===== src/rtl/onehot_ring_pkg.sv =====
// Shared definitions for the one-hot ring counter: direction codes,
// per-edge action selector and width helpers.
package onehot_ring_pkg;

    localparam int unsigned MAXW = 32;

    localparam logic DIR_UP   = 1'b0;
    localparam logic DIR_DOWN = 1'b1;

    // Decision taken at each clock edge, listed in priority order.
    typedef enum logic [2:0] {
        ACT_RESET,
        ACT_RECOVER,
        ACT_REJECT,
        ACT_LOAD,
        ACT_STEP,
        ACT_HOLD
    } ring_act_e;

    // max(1, ceil(log2(n)))
    function automatic int unsigned idx_width(input int unsigned n);
        int unsigned w;
        w = 0;
        for (int unsigned i = 0; i < MAXW; i++) begin
            if ((64'd1 << i) < 64'(n)) begin
                w = i + 1;
            end
        end
        return (w == 0) ? 1 : w;
    endfunction

    function automatic logic is_onehot(input logic [MAXW-1:0] v);
        return (v != '0) && ((v & (v - 1'b1)) == '0);
    endfunction

endpackage


===== src/rtl/onehot_to_bin.sv =====
// One-hot to binary encoder: each index bit is the OR of the one-hot
// positions whose binary index has that bit set.
module onehot_to_bin
    import onehot_ring_pkg::*;
#(
    parameter int WIDTH = 4,
    parameter int IDXW  = 2
) (
    input  logic [WIDTH-1:0] i_onehot,
    output logic [IDXW-1:0]  o_idx
);

    always_comb begin
        o_idx = '0;
        for (int unsigned i = 0; i < WIDTH; i++) begin
            if (i_onehot[i]) begin
                o_idx = o_idx | IDXW'(i);
            end
        end
    end

endmodule


===== src/rtl/onehot_ring_counter.sv =====
// Bidirectional one-hot ring counter with synchronous load, wrap pulse and
// self-recovery from non-one-hot states. y is the only state held.
module onehot_ring_counter
    import onehot_ring_pkg::*;
#(
    parameter  int WIDTH     = 4,
    parameter  int RESET_IDX = 0,
    localparam int IDXW      = idx_width(WIDTH)
) (
    input  logic              clk,
    input  logic              rst,
    input  logic              cnt,
    input  logic              dir,
    input  logic              load,
    input  logic [IDXW-1:0]   load_idx,
    output logic [WIDTH-1:0]  y,
    output logic [IDXW-1:0]   idx,
    output logic              wrap,
    output logic              err
);

    localparam logic [WIDTH-1:0] RESET_VEC = WIDTH'(1) << RESET_IDX;
    localparam logic [31:0]      WIDTH_U   = 32'(WIDTH);

    logic [WIDTH-1:0] r_y;
    logic             r_wrap;
    logic             r_err;

    logic [WIDTH-1:0] w_rot_up;
    logic [WIDTH-1:0] w_rot_dn;
    logic [WIDTH-1:0] w_load_vec;
    logic             w_wrap_hit;
    logic             w_legal;
    logic             w_load_ok;
    logic [IDXW-1:0]  w_idx;
    ring_act_e        w_act;

    assign w_rot_up   = {r_y[WIDTH-2:0], r_y[WIDTH-1]};
    assign w_rot_dn   = {r_y[0], r_y[WIDTH-1:1]};
    assign w_load_vec = WIDTH'(1) << load_idx;
    assign w_wrap_hit = (dir == DIR_UP) ? r_y[WIDTH-1] : r_y[0];
    assign w_legal    = is_onehot(MAXW'(r_y));
    assign w_load_ok  = (32'(load_idx) < WIDTH_U);

    // An illegal state outranks load/cnt so recovery is never skipped.
    always_comb begin
        w_act = ACT_HOLD;
        if (rst) begin
            w_act = ACT_RESET;
        end else if (!w_legal) begin
            w_act = ACT_RECOVER;
        end else if (load) begin
            w_act = w_load_ok ? ACT_LOAD : ACT_REJECT;
        end else if (cnt) begin
            w_act = ACT_STEP;
        end
    end

    always_ff @(posedge clk) begin
        r_wrap <= 1'b0;
        r_err  <= 1'b0;
        case (w_act)
            ACT_RESET: begin
                r_y <= RESET_VEC;
            end
            ACT_RECOVER: begin
                r_y   <= RESET_VEC;
                r_err <= 1'b1;
            end
            ACT_REJECT: begin
                r_err <= 1'b1;
            end
            ACT_LOAD: begin
                r_y <= w_load_vec;
            end
            ACT_STEP: begin
                r_y    <= (dir == DIR_UP) ? w_rot_up : w_rot_dn;
                r_wrap <= w_wrap_hit;
            end
            default: begin
                r_y <= r_y;
            end
        endcase
    end

    onehot_to_bin #(
        .WIDTH (WIDTH),
        .IDXW  (IDXW)
    ) u_enc (
        .i_onehot (r_y),
        .o_idx    (w_idx)
    );

    assign y    = r_y;
    assign idx  = w_idx;
    assign wrap = r_wrap;
    assign err  = r_err;

endmodule


===== config.mk =====
export PLATFORM = sky130hd
export DESIGN_NAME = onehot_ring_counter
export DESIGN_NICKNAME = d
export VERILOG_FILES = /design/src/rtl/onehot_ring_pkg.sv /design/src/rtl/onehot_to_bin.sv /design/src/rtl/onehot_ring_counter.sv
export SDC_FILE = /design/constraint.sdc
export NUM_CORES = 1
export LEC_CHECK = 0
export BUFFER_PORTS_ARGS = -buffer_cell sky130_fd_sc_hd__buf_2
export CORE_AREA = 10 10 47 49
export CTS_CLUSTER_SIZE = 20
export DETAILED_ROUTE_END_ITERATION = 8
export DIE_AREA = 0 0 57 59
export GPL_TIMING_DRIVEN = 0
export PLACE_DENSITY = 0.56
export RECOVER_POWER = 25
export SLEW_MARGIN = 40
export SYNTH_ARGS = -nofsm -noshare
export SYNTH_HDL_FRONTEND = slang
export SYNTH_SLANG_ARGS = --single-unit

===== constraint.sdc =====
create_clock -name clk -period 4.3 [get_ports clk]
set_input_delay 0.86 -clock clk [delete_from_list [all_inputs] [get_ports clk]]
set_output_delay 0.86 -clock clk [all_outputs]
set_load 0.01 [all_outputs]

* Word level (Yosys, flattened, before mapping) *
Index checks and enable logic that the tools add are counted.

operators by class
  reductions and logical operators = 7
  add/sub/neg operators = 1
  bitwise operators = 1
  shift-type cells = 1
  eq/ne operators = 4
  muxes and demuxes = 11

operators by type and width
  cell                 count
  $and 4x32->32        1
  $logic_not 32->1     1
  $pmux 4 s3           1
  $mux 3               3
  $eq 3x2->1 const B   2
  $sub 4x1->5 const B  1
  $mux 1               4
  $mux 2               2
  $mux 4               1
  $reduce_bool 4->1    1
  $reduce_or 2->1      2
  $shl 1x2->4 const A  1
  $eq 3x1->1 const B   1
  $eq 3x3->1 const B   1
  $logic_not 3->1      1
  $reduce_bool 3->1    1
  $logic_and 1x1->1    1

word-level totals
  register bits = 6
  logic and storage cells = 28
  output and inout bits = 8

* Longest topological paths before layout *
  depth in word-level cells = 9
  gate-level depth with buffers = 3
  gate-level depth less buffers = 3

* Modules after synthesis *
A second synthesis with hierarchy kept.

second synthesis, totals
  cells, all modules = 35
  area, all modules = 359.1 sq um

modules (own cells, without submodules)
  module               area each (sq um)  instances  cells an instance
  onehot_ring_counter  346.6              1          33
  onehot_to_bin        12.5               1          2

* Worst setup path before layout *
OpenSTA, ideal clock, no wires.

  kind = input to register
  start = input port load
  end = register r_y[0], in the netlist y[0], data pin
  arrival time = 1485 ps
  setup time = 254 ps
  setup slack = 2561 ps
  cell stages on the path = 3
  required time = 4046 ps
  cells stage by stage = nor3b_1 nand3_1 a21o_1

between the ends
  longest elaborated chain between the ends = 6
  elaborated cells on any way between the ends = 9
  those cells by class = 3 x eq/ne; 4 x mux; 2 x reduce/logical

ends and longest elaborated chain
  element                                        line                       source
  start: declaration                             onehot_ring_counter.sv:14  input logic load,
  $mux 3 (*)                                     onehot_ring_counter.sv:52  end else if (load) begin
  $mux 3 (*)                                     onehot_ring_counter.sv:50  end else if (!w_legal) begin
  $mux 3 (*)                                     onehot_ring_counter.sv:48  if (rst) begin
  $eq 3x1->1 or $logic_not 3->1 (tied branches)  onehot_ring_counter.sv:62  case (w_act)
  $reduce_or 2->1 (no source line)               n/a
  $pmux 4 s3 (*)                                 onehot_ring_counter.sv:62
  end signal: assignment                         onehot_ring_counter.sv:74  r_y <= w_load_vec;
  end signal: assignment                         onehot_ring_counter.sv:77  r_y <= (dir == DIR_UP) ? w_rot_up : w_rot_dn;
  end signal: assignment                         onehot_ring_counter.sv:81  r_y <= r_y;
  end: declaration                               onehot_ring_counter.sv:25  logic [WIDTH-1:0] r_y;

Every way passes the cells marked *; elsewhere a longest branch is shown, timed or not.
A chain may end at the register's enable or synchronous reset.

* Final worst setup path *
  start = register r_y[1], in the netlist y[1]
  end = output port idx[0]

between the ends
  longest elaborated chain between the ends = 3

ends and longest elaborated chain
  element               line                       source
  $mux 1                onehot_to_bin.sv:16        if (i_onehot[i]) begin
  $mux 2 (2 in series)  onehot_to_bin.sv:16
  end: declaration      onehot_ring_counter.sv:17  output logic [IDXW-1:0] idx,

Every way passes these cells.

==> flow_summary.ini <==
[detailed_routing]
firstDrtPassIters = 2
remaining_drc_errors = 0
routed_wl_um = 916
ant_nets = 0
num_vias = 328
wl_per_cell_um = 13.5
first_iter_violations = 7
viasPerCell = 4.82

[timing]
worstMarginPinSlew_ns = 0.790
fmax_ghz = 0.486
final-setup-viol-count = 0
whs_ns = 0.808
fin_skew_ns = 0.00829
tns_ns = 0
min_period_ns = 2.06
grt_setup_unrepaired = no
relSlewSlack = 0.470
hold_viol_final = 0
min_period_over_period = 0.478
slew_violations = 0

[clock_network]
post-cts-setup-buffer-count = 0
cts_max_path_buffers = 2
clk_latency_ns = 0.25
cts_tree = yes
clock-sinks = 6
cts_buffers = 3
cts.clk_slew.worst_paths_ns = 0.05
cts-resized-gates = 0
cts_root_buf = clkbuf_4
htree_levels = 1
cts.hold.buffers_added = 0

[place]
io_buffer_count = 14
gp_congestion = 0.731
dp.cells = 65
place_hpwl_um = 667

[synthesis]
synthMuxAreaShare = 0.0941
yosysSeqAreaShare = 0.446
syn_area_sq_um = 359
yosys.area_share.adder = 0
synth_simple_gate_area_frac = 0.265
synth.top_cell.area_share = 0.334
synth_compound_area_frac = 0.150
synthTopCellsByArea = edfxtp_1 (33%), dfxtp_1 (11%), mux2_2 (9.4%), a32oi_1 (7.3%), nor4b_1 (4.9%)
avgSynthCellArea_sq_um = 10.3
synth_top_family_by_area = simple AND/OR/NAND/NOR gates
synthCells = 35
syn_nets = 42
synthXorXnorAreaFrac = 0.0244
synth_top_area_cell = edfxtp_1
yosys.cell_types.count = 19
yosysWarnings = 0
synth-seq-cells = 6

[power]
p_seq_frac = 0.421
internal_power_uw = 133
clockPowerShare = 0.269
p_sw_frac = 0.336
p_sw_uw = 67.6
p_leak_uw = 0.000198
power_uw = 201
power.density_nw_per_um2 = 429
vdd_drop_max_mv = 0.146
p_comb_frac = 0.310

[floorplanning]
die_w_um = 57
fp.dieH_um = 59
io-pin-count = 15
fp-row-count = 14
core_area_sq_um = 1400
initial_core_util = 0.256
fp.dieArea_sq_um = 3360

[hold_path]
holdPathStages = 3
min_path_type = reg -> reg

[worst_setup_path]
start_kind = flip-flop
crit_fanout = 7
worst_setup_path_end_kind = primary output
worstPathArrival_ns = 1.20
worstSetupPathType = reg -> out
slowest_delay_ns = 0.48
critPathRequiredTime_ns = 3.44
crit_chain = or2_2, buf_2
worstRegToRegCells = 3
slowest_stage = edfxtp_1

[global_route]
grt_usage = 0.0555
grt_max_degree = 9
antenna_found_initial = 0
grt.overflow.total = 0
grt_pass1_vias = 356
grt_pass1_wl_mm = 1.48

[final_layout]
final_cells = 68
num_antenna_cells = 0
final_common_cell = buf_2
nets = 61
final_cell_mix = buf_2 (12), nor2_1 (4), edfxtp_1 (4)
area_growth_pct = 30.7
drive_gt1_frac = 0.385

[run]
cap_violations = 0

[run_status]
status = complete, no violations
layout make-up:
class | count | area, sq um
Multi-Input combinational cell | 27 | 191
Sequential cell | 6 | 160
Timing Repair Buffer | 14 | 67.6
Inverter | 2 | 7.51
Clock buffer | 3 | 22.5
Fill cell | 155 | 932
Tap cell | 16 | 20.0
cell families after synthesis:
group / count (synthesis)
flip-flops: 6
XOR/XNOR: 1
AND/OR/NAND/NOR: 16
multiplexers: 3
buffers and inverters: 2
AO/OA/AOI/OAI: 7
routing by layer:
metal	up-vias	track usage	part of all wire	routed length (um)
met5	-	0	0	0
met4	0	0.0302	0.0055	5
met3	2	0.0386	0.11	102
met2	14	0.0682	0.36	327
met1	145	0.0683	0.52	480
li1	167	-	-	-
sequential cells by signal, summed over array words and instances (netlist names):
signal and count:
err 1, wrap 1, y 4
through the flow:
stage | setup WS, ns | instance area (sq um) | util
finish | 2.24 | 469 | 0.335
CTS | 2.24 | 472 | 0.337
detailed placement | 2.27 | 449 | 0.321
global route | 2.18 | 469 | 0.335
floorplan | 2.56 | 359 | -
global placement | 2.29 | 449 | 0.321
synth_stat cells (all sizes together):
cell    count
dfxtp       2
nor2b       2
nor3b       2
or2         2
nand2b      1
a21o        1
nand3       1
nor4b       2
nand2       1
or4         1
nor2        4
a32oi       3
inv         2
xor2        1
o21ai       1
edfxtp      4
mux2        3
a21boi      1
a211oi      1
power by group through the flow:
| stage | Sequential (uW) | Clock [uW] | Combinational (uW) |
|---|---|---|---|
| 6_report | 84.6 | 54.2 | 62.3 |
| 5_1_grt | 87.4 | 59.3 | 69.6 |
| 4_1_cts | 84.5 | 55.3 | 64.1 |
| 3_5_place_dp | 85.2 | 0 | 64.1 |
| 3_3_place_gp | 84.5 | 0 | 64.6 |
| 2_1_floorplan | 87.5 | 0 | 34.3 |
final timing paths:
| path | start | to | slack (ns) |
|---|---|---|---|
| worst max-delay path | y[1]$_DFFE_PP_ | idx[0] | 2.24 |
| worst min-delay path | y[1]$_DFFE_PP_ | y[0]$_DFFE_PP_ | 0.81 |
| worst max register to register | y[1]$_DFFE_PP_ | y[3]$_DFFE_PP_ | 2.34 |
| worst min register to register | y[1]$_DFFE_PP_ | y[0]$_DFFE_PP_ | 0.81 |
worst max-delay path: cells and delay by family (launching register included):
kind	cells	cell delay [ns]
simple gates	1	0.33
flops	1	0.48
buf+inv	1	0.14
No activity file was read; power rests on OpenSTA's default activity.
